[src/rtl/pe_ctrl_pkg.sv]
// Shared definitions for the PE group controller.
// Holds the controller state encoding, the legal layer codes, the default
// ifmap fill depths per layer, the default PE pipeline latency, and a
// helper that says whether a layer code can be run.
package pe_ctrl_pkg;

  typedef enum logic [2:0] {
    ST_IDLE   = 3'd0,
    ST_WLOAD  = 3'd1,
    ST_STREAM = 3'd2,
    ST_DRAIN  = 3'd3,
    ST_DONE   = 3'd4
  } ctrl_state_e;

  localparam logic [3:0] LAYER_L1 = 4'd1;  // 5-tap
  localparam logic [3:0] LAYER_L3 = 4'd3;  // 3-tap
  localparam logic [3:0] LAYER_L4 = 4'd4;  // stride-2

  localparam int FILL_L1_DEF = 4;
  localparam int FILL_L3_DEF = 2;
  localparam int FILL_L4_DEF = 1;
  localparam int PE_LAT_DEF  = 3;

  function automatic logic layer_legal(input logic [3:0] lyr);
    return (lyr == LAYER_L1) || (lyr == LAYER_L3) || (lyr == LAYER_L4);
  endfunction

endpackage

[src/rtl/valid_delay.sv]
// Aligns the groupsum valid flag with the PE datapath.
// A DEPTH-deep shift register carries {calculate_en, window index}; the
// output stage is a register, so out_valid rises exactly DEPTH cycles after
// the enable was high. The index is zeroed on bubbles so out_idx reads 0
// whenever out_valid is low.
// Ports:
//   clk, rst         - clock, synchronous active-high reset
//   flush            - synchronous clear of every stage (row cancel)
//   in_valid, in_idx - calculate_en and its window index
//   out_valid, out_idx - delayed copies
module valid_delay
  import pe_ctrl_pkg::*;
#(
  parameter int DEPTH = PE_LAT_DEF,
  parameter int IDX_W = 8
) (
  input  logic             clk,
  input  logic             rst,
  input  logic             flush,
  input  logic             in_valid,
  input  logic [IDX_W-1:0] in_idx,
  output logic             out_valid,
  output logic [IDX_W-1:0] out_idx
);

  logic [DEPTH-1:0] vld_r;
  logic [IDX_W-1:0] idx_r [DEPTH];

  // Shift pipeline for the valid flag and its window index.
  always_ff @(posedge clk) begin
    if (rst || flush) begin
      for (int i = 0; i < DEPTH; i++) begin
        vld_r[i] <= 1'b0;
        idx_r[i] <= '0;
      end
    end else begin
      vld_r[0] <= in_valid;
      idx_r[0] <= in_valid ? in_idx : '0;
      for (int i = 1; i < DEPTH; i++) begin
        vld_r[i] <= vld_r[i-1];
        idx_r[i] <= idx_r[i-1];
      end
    end
  end

  assign out_valid = vld_r[DEPTH-1];
  assign out_idx   = idx_r[DEPTH-1];

endmodule

[src/rtl/pe_group_ctrl.sv]
// Controller for one PE group: processes one output row per start.
// Sequence: WLOAD (weight read, then weight_en), STREAM (ifmap reads plus
// calculate_en for each output window), DRAIN (wait for the PE pipeline),
// DONE (one-cycle done pulse). All outputs are registered: the next-cycle
// value of each strobe is decoded from the next state and counters.
// Ports:
//   clk, rst            - clock, synchronous active-high reset
//   start, abort        - row request / row cancel
//   layer, out_cnt      - layer code (1,3,4 legal), windows in the row
//   w_base, if_base     - BRAM base addresses
//   w_rd_en, w_addr     - weight BRAM read
//   if_rd_en, if_addr   - ifmap BRAM read (address wraps modulo 1024)
//   weight_en           - PE weight register load pulse
//   calculate_en        - PE multiply enable
//   out_valid, out_idx  - groupsum valid and window index
//   busy, done, err     - status (done/err are one-cycle pulses)
module pe_group_ctrl
  import pe_ctrl_pkg::*;
#(
  parameter int FILL_L1 = FILL_L1_DEF,
  parameter int FILL_L3 = FILL_L3_DEF,
  parameter int FILL_L4 = FILL_L4_DEF,
  parameter int PE_LAT  = PE_LAT_DEF
) (
  input  logic       clk,
  input  logic       rst,
  input  logic       start,
  input  logic       abort,
  input  logic [3:0] layer,
  input  logic [7:0] out_cnt,
  input  logic [9:0] w_base,
  input  logic [9:0] if_base,
  output logic       w_rd_en,
  output logic [9:0] w_addr,
  output logic       if_rd_en,
  output logic [9:0] if_addr,
  output logic       weight_en,
  output logic       calculate_en,
  output logic       out_valid,
  output logic [7:0] out_idx,
  output logic       busy,
  output logic       done,
  output logic       err
);

  localparam logic [8:0] DRAIN_LAST = 9'(PE_LAT - 1);

  ctrl_state_e state_r, state_nx_s;
  // Cycle index within the current state; in STREAM it is also the read count.
  logic [8:0] cyc_r, cyc_nx_s;
  logic [7:0] win_cnt_r, win_nx_s;
  logic [3:0] layer_r;
  logic [7:0] cnt_r;
  logic [9:0] w_base_r, if_base_r;
  logic [7:0] calc_idx_r, calc_idx_nx_s;

  logic       accept_s, abort_s, err_nx_s;
  logic [7:0] fill_s;
  logic [8:0] reads_s, first_calc_s, last_calc_s;
  logic [9:0] w_base_s;
  logic       w_rd_en_nx_s, weight_en_nx_s, if_rd_en_nx_s, calc_nx_s;
  logic       done_nx_s, busy_nx_s;
  logic [9:0] w_addr_nx_s, if_addr_nx_s;

  // Fill depth of the latched layer.
  always_comb begin
    fill_s = 8'd0;
    case (layer_r)
      LAYER_L1: fill_s = 8'(FILL_L1);
      LAYER_L3: fill_s = 8'(FILL_L3);
      LAYER_L4: fill_s = 8'(FILL_L4);
      default:  fill_s = 8'd0;
    endcase
  end

  // Stream shape: reads occupy cycles [0, reads), windows [fill+2, reads+1].
  assign reads_s      = {1'b0, cnt_r} + {1'b0, fill_s};
  assign first_calc_s = {1'b0, fill_s} + 9'd2;
  assign last_calc_s  = reads_s + 9'd1;
  assign abort_s      = abort && (state_r != ST_IDLE);
  assign w_base_s     = accept_s ? w_base : w_base_r;

  // Next state, counters, and decode of next-cycle outputs.
  always_comb begin
    state_nx_s = state_r;
    cyc_nx_s   = cyc_r;
    win_nx_s   = win_cnt_r;
    accept_s   = 1'b0;
    err_nx_s   = 1'b0;

    if (abort_s) begin
      state_nx_s = ST_IDLE;
      cyc_nx_s   = 9'd0;
      win_nx_s   = 8'd0;
    end else begin
      case (state_r)
        ST_IDLE: begin
          cyc_nx_s = 9'd0;
          win_nx_s = 8'd0;
          if (start && !abort) begin
            if (layer_legal(layer)) begin
              accept_s   = 1'b1;
              state_nx_s = ST_WLOAD;
            end else begin
              err_nx_s = 1'b1;
            end
          end else begin
            state_nx_s = ST_IDLE;
          end
        end
        ST_WLOAD: begin
          if (cyc_r == 9'd0) begin
            cyc_nx_s = 9'd1;
          end else begin
            cyc_nx_s   = 9'd0;
            state_nx_s = (cnt_r == 8'd0) ? ST_DONE : ST_STREAM;
          end
        end
        ST_STREAM: begin
          if (cyc_r == last_calc_s) begin
            cyc_nx_s   = 9'd0;
            state_nx_s = ST_DRAIN;
          end else begin
            cyc_nx_s = cyc_r + 9'd1;
          end
        end
        ST_DRAIN: begin
          if (cyc_r == DRAIN_LAST) begin
            cyc_nx_s   = 9'd0;
            state_nx_s = ST_DONE;
          end else begin
            cyc_nx_s = cyc_r + 9'd1;
          end
        end
        ST_DONE: begin
          cyc_nx_s   = 9'd0;
          state_nx_s = ST_IDLE;
        end
        default: begin
          cyc_nx_s   = 9'd0;
          state_nx_s = ST_IDLE;
        end
      endcase
    end

    w_rd_en_nx_s   = (state_nx_s == ST_WLOAD) && (cyc_nx_s == 9'd0);
    weight_en_nx_s = (state_nx_s == ST_WLOAD) && (cyc_nx_s == 9'd1);
    if_rd_en_nx_s  = (state_nx_s == ST_STREAM) && (cyc_nx_s < reads_s);
    calc_nx_s      = (state_nx_s == ST_STREAM) && (cyc_nx_s >= first_calc_s)
                     && (cyc_nx_s <= last_calc_s);
    done_nx_s      = (state_nx_s == ST_DONE);
    busy_nx_s      = (state_nx_s != ST_IDLE);

    if (w_rd_en_nx_s) begin
      w_addr_nx_s = w_base_s;
    end else begin
      w_addr_nx_s = 10'd0;
    end

    // 10-bit add wraps the ifmap address modulo 1024.
    if (if_rd_en_nx_s) begin
      if_addr_nx_s = if_base_r + {1'b0, cyc_nx_s};
    end else begin
      if_addr_nx_s = 10'd0;
    end

    if (calc_nx_s) begin
      calc_idx_nx_s = win_cnt_r;
      win_nx_s      = win_cnt_r + 8'd1;
    end else begin
      calc_idx_nx_s = 8'd0;
    end
  end

  // State, counters, latched row parameters and registered outputs.
  always_ff @(posedge clk) begin
    if (rst) begin
      state_r      <= ST_IDLE;
      cyc_r        <= 9'd0;
      win_cnt_r    <= 8'd0;
      layer_r      <= 4'd0;
      cnt_r        <= 8'd0;
      w_base_r     <= 10'd0;
      if_base_r    <= 10'd0;
      calc_idx_r   <= 8'd0;
      w_rd_en      <= 1'b0;
      w_addr       <= 10'd0;
      if_rd_en     <= 1'b0;
      if_addr      <= 10'd0;
      weight_en    <= 1'b0;
      calculate_en <= 1'b0;
      busy         <= 1'b0;
      done         <= 1'b0;
      err          <= 1'b0;
    end else begin
      state_r      <= state_nx_s;
      cyc_r        <= cyc_nx_s;
      win_cnt_r    <= win_nx_s;
      calc_idx_r   <= calc_idx_nx_s;
      w_rd_en      <= w_rd_en_nx_s;
      w_addr       <= w_addr_nx_s;
      if_rd_en     <= if_rd_en_nx_s;
      if_addr      <= if_addr_nx_s;
      weight_en    <= weight_en_nx_s;
      calculate_en <= calc_nx_s;
      busy         <= busy_nx_s;
      done         <= done_nx_s;
      err          <= err_nx_s;
      if (accept_s) begin
        layer_r   <= layer;
        cnt_r     <= out_cnt;
        w_base_r  <= w_base;
        if_base_r <= if_base;
      end
    end
  end

  valid_delay #(
    .DEPTH (PE_LAT),
    .IDX_W (8)
  ) u_valid_delay (
    .clk       (clk),
    .rst       (rst),
    .flush     (abort_s),
    .in_valid  (calculate_en),
    .in_idx    (calc_idx_r),
    .out_valid (out_valid),
    .out_idx   (out_idx)
  );

endmodule

[config.mk]
export PLATFORM = sky130hd
export DESIGN_NAME = pe_group_ctrl
export DESIGN_NICKNAME = d
export VERILOG_FILES = /design/src/rtl/pe_ctrl_pkg.sv /design/src/rtl/valid_delay.sv /design/src/rtl/pe_group_ctrl.sv
export SDC_FILE = /design/constraint.sdc
export NUM_CORES = 1
export LEC_CHECK = 0
export BUFFER_PORTS_ARGS = -buffer_cell sky130_fd_sc_hd__buf_2
export CORE_MARGIN = 2
export CORE_UTILIZATION = 52
export CTS_CLUSTER_SIZE = 28
export DETAILED_ROUTE_END_ITERATION = 16
export GPL_ROUTABILITY_DRIVEN = 1
export PLACE_DENSITY = 0.76
export RECOVER_POWER = 100
export SLEW_MARGIN = 0
export SYNTH_ARGS = -nofsm -noshare
export SYNTH_HDL_FRONTEND = slang
export SYNTH_SLANG_ARGS = --single-unit
[constraint.sdc]
create_clock -name clk -period 6.1 [get_ports clk]
set_input_delay 1.525 -clock clk [delete_from_list [all_inputs] [get_ports clk]]
set_output_delay 1.525 -clock clk [all_outputs]
set_load 0.01 [all_outputs]
==> results.cfg, run 1 <==
[yosys]
netlist_area_um2 = 5270
synthCells = 583
synth_nets = 661
yosysWarnings = 0
avgSynthCellArea_um2 = 9.04
ys_types = 69
ys_seq_area_share_pct = 39.5
synth-seq-cells = 104
synth_flop_cell = dfxtp_1
synthArstFlopShare_pct = 0
synth-edff-count = 0

[worst_setup_path]
arrival_ns = 6.09
cp-end-kind = register
critical_path_class = reg2reg
cp_max_fo = 5
startpoint_type = register
critPathRequiredTime_ns = 6.38
slowest_stage = fa_2
r2r_slack_ns = 0.29
max_stage_delay_ns = 0.53
r2r_cells = 29
r2r-start = layer_r[0]$_SDFFE_PP0P_
regToRegEndpoint = win_cnt_r[5]$_SDFFE_PP0P_

[sta]
holdWs_ns = 0.432
finalHoldViolCount = 0
worst_pin_slew_ns = 1.37
finalCriticalPeriod_ns = 5.81
min_period_over_period_pct = 95.2
fin_worst_skew_ns = 0.0113
slew_viol_final = 0
finalSetupViolCount = 0
slew_headroom_pct = 8.64
timing.final.ws_setup_ns = 0.292
max_freq_mhz = 172

[global_routing]
grt_usage_pct = 22.7
antenna_found_initial = 0
overflow = 0
grt_pass1_vias = 4229
grt_max_degree = 39
grt_pass1_wl_um = 20000

[floorplan]
die_area_um2 = 11000
core_area_um2 = 9820
io_pins = 72
start_util_pct = 53.7
die_x_um = 105
rows = 36
die_height_um = 105

[cts]
clock_latency_ns = 0.38
clock-sinks = 104
clockRootBuffer = clkbuf_8
clk_pin_slew_ns = 0.10
clock_path_buffers = 2
ctsHoldBuffers = 0
cts_made_buffers = 9
cts_tree = yes
htree_levels = 3

[power]
p_per_area_nw_per_um2 = 200
leakage_nw = 2.56
ir_drop_mv = 0.121
total_power_mw = 1.22

[finish]
design_area_um2 = 6110
nets = 741
mostFrequentLayoutCell = dfxtp_1
area_delta_synth_final_pct = 15.9
regArea_um2 = 2080
drive_gt1_share_pct = 17.5
fill_cells = 894
fin_util_pct = 62.2
diodes = 0
final_cell_mix = 102 x dfxtp_1, 56 x nand2_1, 39 x clkbuf_1, 38 x ha_1
multiInputGateArea_um2 = 3010

[detailed_routing]
first_iter_violations = 229
dr.pass1.iters = 5
wl_um = 12400
wire_per_inst_um = 15.5
postRouteAntennaNets = 0
vias_per_cell = 5.44
drcViolationCount = 0
num_vias = 4355

[min_path]
holdPathEnd = u_valid_delay.idx_r[0][19]$_SDFF_PP0_
hold_depth = 1
hold_start = u_valid_delay.idx_r[0][11]$_SDFF_PP0_
hp-class = reg2reg

[flow_run]
maxCapViolCount = 0

[place]
place_ws_ns = -0.0736
io_buffer_count = 71
dpl.hpwl_um = 9220
place_area_um2 = 5830
place.gp.congestion = 0.998

[status]
status = completed
kinds of logic after synthesis:
kind of cell / count (synthesis) / synth area share (%)
mux: 4 / 0.783
buf+inv: 56 / 5.13
flops: 104 / 39.5
xor+xnor: 34 / 6.45
compound gates: 110 / 14.6
simple gates: 233 / 23.3
fa+ha+maj: 42 / 10.3
report_power, final:
group / internal (mW) / total (mW) / switching, mW / leakage (nW)
combinational: 0.0308 / 0.0703 / 0.0395 / 1.61
sequential: 0.683 / 0.687 / 0.00450 / 0.839
clock: 0.211 / 0.463 / 0.252 / 0.110
worst max-delay path by stage:
stage | startpoint | to | slack (ns) | depth (start not counted)
6_report | layer_r[0]$_SDFFE_PP0P_ | win_cnt_r[5]$_SDFFE_PP0P_ | 0.29 | 29
5_1_grt | layer_r[2]$_SDFFE_PP0P_ | win_cnt_r[4]$_SDFFE_PP0P_ | -0.02 | 30
4_1_cts | layer_r[0]$_SDFFE_PP0P_ | win_cnt_r[5]$_SDFFE_PP0P_ | 0.07 | 28
3_5_place_dp | layer_r[3]$_SDFFE_PP0P_ | win_cnt_r[7]$_SDFFE_PP0P_ | -0.07 | 28
3_3_place_gp | layer_r[3]$_SDFFE_PP0P_ | win_cnt_r[7]$_SDFFE_PP0P_ | 0.03 | 27
2_1_floorplan | layer_r[3]$_SDFFE_PP0P_ | win_cnt_r[5]$_SDFFE_PP0P_ | 0.03 | 28
registers in the layout (all words and copies together) (netlist names):
| signal | flops |
|---|---|
| w_rd_en | 1 |
| layer_r | 4 |
| calculate_en | 1 |
| cyc_r | 9 |
| weight_en | 1 |
| cnt_r | 8 |
| w_addr | 10 |
| calc_idx_r | 8 |
| err | 1 |
| if_base_r | 10 |
| if_addr | 10 |
| done | 1 |
| u_valid_delay.idx_r | 24 |
| state_r | 3 |
| u_valid_delay.vld_r | 3 |
| if_rd_en | 1 |
| busy | 1 |
| win_cnt_r | 8 |
timing repair:
item	4_1_cts	5_1_grt
cloned	0	1
pin swaps	0	9
hold endpoints to repair	0	0
gates resized for setup	2	22
setup buffers	0	3
setup endpoints to repair	4	28
metrics by stage:
stage | setup TNS, ns | cells
after floorplan | 0 | 583
after global routing | -0.0471 | 801
after CTS | 0 | 797
final | 0 | 801
after detailed placement | -0.148 | 781
after global placement | 0 | 781
area by class of cell:
class / count / area share [%]
repair buffers: 104 / 8.95
clock inverters: 6 / 1.39
clock buffers: 10 / 2.25
inverters: 21 / 1.29
flip-flops and latches: 104 / 34.1
multi-input cells: 423 / 49.3
well taps: 133 / 2.72
critical path: cells and delay by family, from the launching register on:
| family | cells | cell delay (ns) |
|---|---|---|
| adders and majority gates | 4 | 1.18 |
| xor gates and xnor gates | 1 | 0.13 |
| buffers and inverters | 4 | 0.47 |
| DFF | 1 | 0.35 |
| AOI/OAI and AO/OA | 11 | 1.85 |
| and+or+nand+nor | 9 | 1.71 |
Yosys cell counts (5+ instances only):
cell / n / area (µm²)
o21ai_0: 16 / 80.1
o21a_1: 12 / 90.1
nor2b_1: 11 / 68.8
nand3_1: 17 / 85.1
nor3_1: 14 / 70.1
and3_1: 24 / 150
clkbuf_1: 20 / 75.1
a21oi_1: 35 / 175
xor2_1: 13 / 114
inv_1: 20 / 75.1
o21bai_1: 5 / 37.5
xnor2_1: 17 / 149
buf_4: 9 / 67.6
ha_1: 40 / 500
nand4_1: 5 / 31.3
nand2b_1: 5 / 31.3
nand2_1: 56 / 210
nor4_1: 5 / 31.3
and2_1: 38 / 238
nor2_1: 36 / 135
dfxtp_1: 104 / 2080
metal layers:
layer / share of wire (%) / track usage (%) / vias to the layer above / routed length (µm)
met1: 45 / 29.2 / 2021 / 5580
met4: 2.2 / 8.10 / 0 / 271
met3: 6.2 / 5.74 / 22 / 771
met5: 0 / 0 / - / 0
met2: 47 / 37.0 / 140 / 5780
li1: - / - / 2172 / -
(Power assumes the default switching activity.)
==> run 2, diff against run 1 <==
==> config.mk (replaced) <==
export PLATFORM = sky130hd
export DESIGN_NAME = pe_group_ctrl
export DESIGN_NICKNAME = d
export VERILOG_FILES = /design/src/rtl/pe_ctrl_pkg.sv /design/src/rtl/valid_delay.sv /design/src/rtl/pe_group_ctrl.sv
export SDC_FILE = /design/constraint.sdc
export NUM_CORES = 1
export LEC_CHECK = 0
export CORE_MARGIN = 2
export CORE_UTILIZATION = 55
export CTS_CLUSTER_SIZE = 28
export DETAILED_ROUTE_END_ITERATION = 16
export DONT_BUFFER_PORTS = 1
export GPL_ROUTABILITY_DRIVEN = 1
export PLACE_DENSITY = 0.73
export RECOVER_POWER = 100
export SLEW_MARGIN = 25
export SYNTH_ARGS = -nofsm -noshare
export SYNTH_HDL_FRONTEND = slang
export SYNTH_SLANG_ARGS = --single-unit
==> results.cfg, run 2 (synthesized netlist as in run 1, its figures left out) <==
[finish]
area_delta_synth_final_pct = 9.11
design_area_um2 = 5750
largest-register = u_valid_delay.idx_r
largest_reg_flops = 24
diodes = 0
drive_gt1_share_pct = 12.8
mostFrequentLayoutCell = dfxtp_1
nets = 667
fill_cells = 808
final_cell_mix = 102 x dfxtp_1, 55 x nand2_1, 38 x ha_1, 36 x nor2_1, 35 x a21oi_1

[detailed_routing]
wire_per_inst_um = 15.9
postRouteAntennaNets = 0
drcViolationCount = 0
dr.pass1.iters = 5
vias_per_cell = 5.58
wl_um = 11500
num_vias = 4036
first_iter_violations = 174

[place]
place.gp.congestion = 0.983
place_area_um2 = 5440
io_buffer_count = 0
place_ws_ns = 0.0204
dpl.hpwl_um = 8620

[power]
p_seq_share_pct = 58.3
p_int_uw = 875
clockPowerShare_pct = 37.1
p_per_area_nw_per_um2 = 205
power.switching_uw = 305
leakage_nw = 2.34
swShare_pct = 25.8
p_comb_share_pct = 4.5
ir_drop_mv = 0.116

[floorplan]
rows = 35
die_area_um2 = 10400
start_util_pct = 56.8
die_height_um = 102
core_area_um2 = 9280
io_pins = 72
die_x_um = 102

[sta]
timing.final.ws_setup_ns = 0.273
worst_pin_slew_ns = 1.31
finalSetupViolCount = 0
max_freq_mhz = 172
slew_headroom_pct = 12.6
finalCriticalPeriod_ns = 5.83
slew_viol_final = 0
finalHoldViolCount = 0
fin_worst_skew_ns = 0.0159
min_period_over_period_pct = 95.5

[flow_run]
maxCapViolCount = 0

[cts]
clockRootBuffer = clkbuf_8
clock_path_buffers = 2
cts_tree = yes
cts_made_buffers = 9
htree_levels = 3
clock_latency_ns = 0.37
clock-sinks = 104
clk_pin_slew_ns = 0.11

[worst_setup_path]
cp-end-kind = register
slowest_stage = fa_1
startpoint_type = register
arrival_ns = 6.15
cp_common_cell = buf_4
r2r_cells = 29
max_stage_delay_ns = 0.53
cp_max_fo = 7
critPathRequiredTime_ns = 6.42
critical_path_class = reg2reg

[global_routing]
overflow = 0
grt_usage_pct = 22.2
grt_pass1_vias = 3668
grt_max_degree = 39
antenna_found_initial = 0
grt_pass1_wl_um = 18000

[min_path]
hp-class = reg2reg
hold_depth = 1

[status]
status = completed
==> run 2: changes by cell type in the layout (fill, tap and decap cells not counted), moves of 2 or more <==
| cell | before | now |
|---|---|---|
| and2_0 | 10 | 14 |
| buf_2 | 35 | 1 |
| and2_1 | 27 | 24 |
| clkinv_8 | 1 | 3 |
| o21ai_0 | 15 | 13 |
| buf_4 | 30 | 22 |
| buf_6 | 0 | 2 |
| o21ai_1 | 1 | 3 |
| inv_8 | 2 | 0 |
| clkbuf_1 | 39 | 4 |
| inv_6 | 1 | 3 |
==> run 2: area by class of cell <==
type                       instances  area [µm²]  area share [%]
timing repair buffer              29         208            3.61
clock inverter                     7        91.3            1.59
clock buffer                       9         124            2.15
tap                              129         161            2.81
inverter                          21        78.8            1.37
multi-input combinational        424        3010            52.2
sequential                       104        2080            36.2
==> run 2: routing by layer <==
layer / up-vias / GRT usage [%] / share of wire (%)
li1: 2024 / - / -
met4: 0 / 8.82 / 2.3
met3: 22 / 4.31 / 6.8
met1: 1852 / 30.2 / 47
met5: - / 0 / 0
met2: 138 / 34.9 / 44
==> run 2: through the flow <==
step / utilization (%) / hold WS (ns) / cells / power, mW / setup TNS [ns]
3_5_place_dp: 58.6 / 0.411 / 702 / 0.753 / 0
2_1_floorplan: - / 0.406 / 583 / 0.743 / 0
5_1_grt: 62.0 / 0.446 / 723 / 1.22 / -0.00847
4_1_cts: 61.0 / 0.434 / 718 / 1.19 / 0
6_report: 62.0 / 0.436 / 723 / 1.18 / 0
3_3_place_gp: 58.5 / 0.408 / 702 / 0.752 / 0
==> run 2: what timing repair did <==
action                                  4_1_cts  5_1_grt
endpoints found under the setup margin        5       28
hold buffers                                  0        0
cloned                                        0        2
pin swaps                                     0       10
gates resized for setup                       1       22
buffers inserted                              0        3
==> run 2: worst paths after layout <==
check                                                           from                                    to  slack, ns
worst min register to register  u_valid_delay.idx_r[0][0]$_SDFF_PP0_  u_valid_delay.idx_r[0][8]$_SDFF_PP0_       0.44
worst max register to register               layer_r[0]$_SDFFE_PP0P_             win_cnt_r[2]$_SDFFE_PP0P_       0.27
worst max-delay path                         layer_r[0]$_SDFFE_PP0P_             win_cnt_r[2]$_SDFFE_PP0P_       0.27
worst min-delay path            u_valid_delay.idx_r[0][0]$_SDFF_PP0_  u_valid_delay.idx_r[0][8]$_SDFF_PP0_       0.44
==> run 2: critical path, delay by kind of cell (launching register included) <==
kind,cells,cell delay (ns)
AO/OA/AOI/OAI,13,2.32
AND/OR/NAND/NOR,8,1.39
adder cells (fa/ha/maj),3,1.04
buffers and inverters,5,0.71
flip-flops,1,0.35
==> run 2: power by group through the flow <==
stage	combinational (mW)	sequential, mW	clock, mW
final	0.0536	0.688	0.438
after global routing	0.0599	0.689	0.474
after floorplan	0.0417	0.701	0
after detailed placement	0.0498	0.703	0
after global placement	0.0489	0.703	0
after CTS	0.0501	0.688	0.451
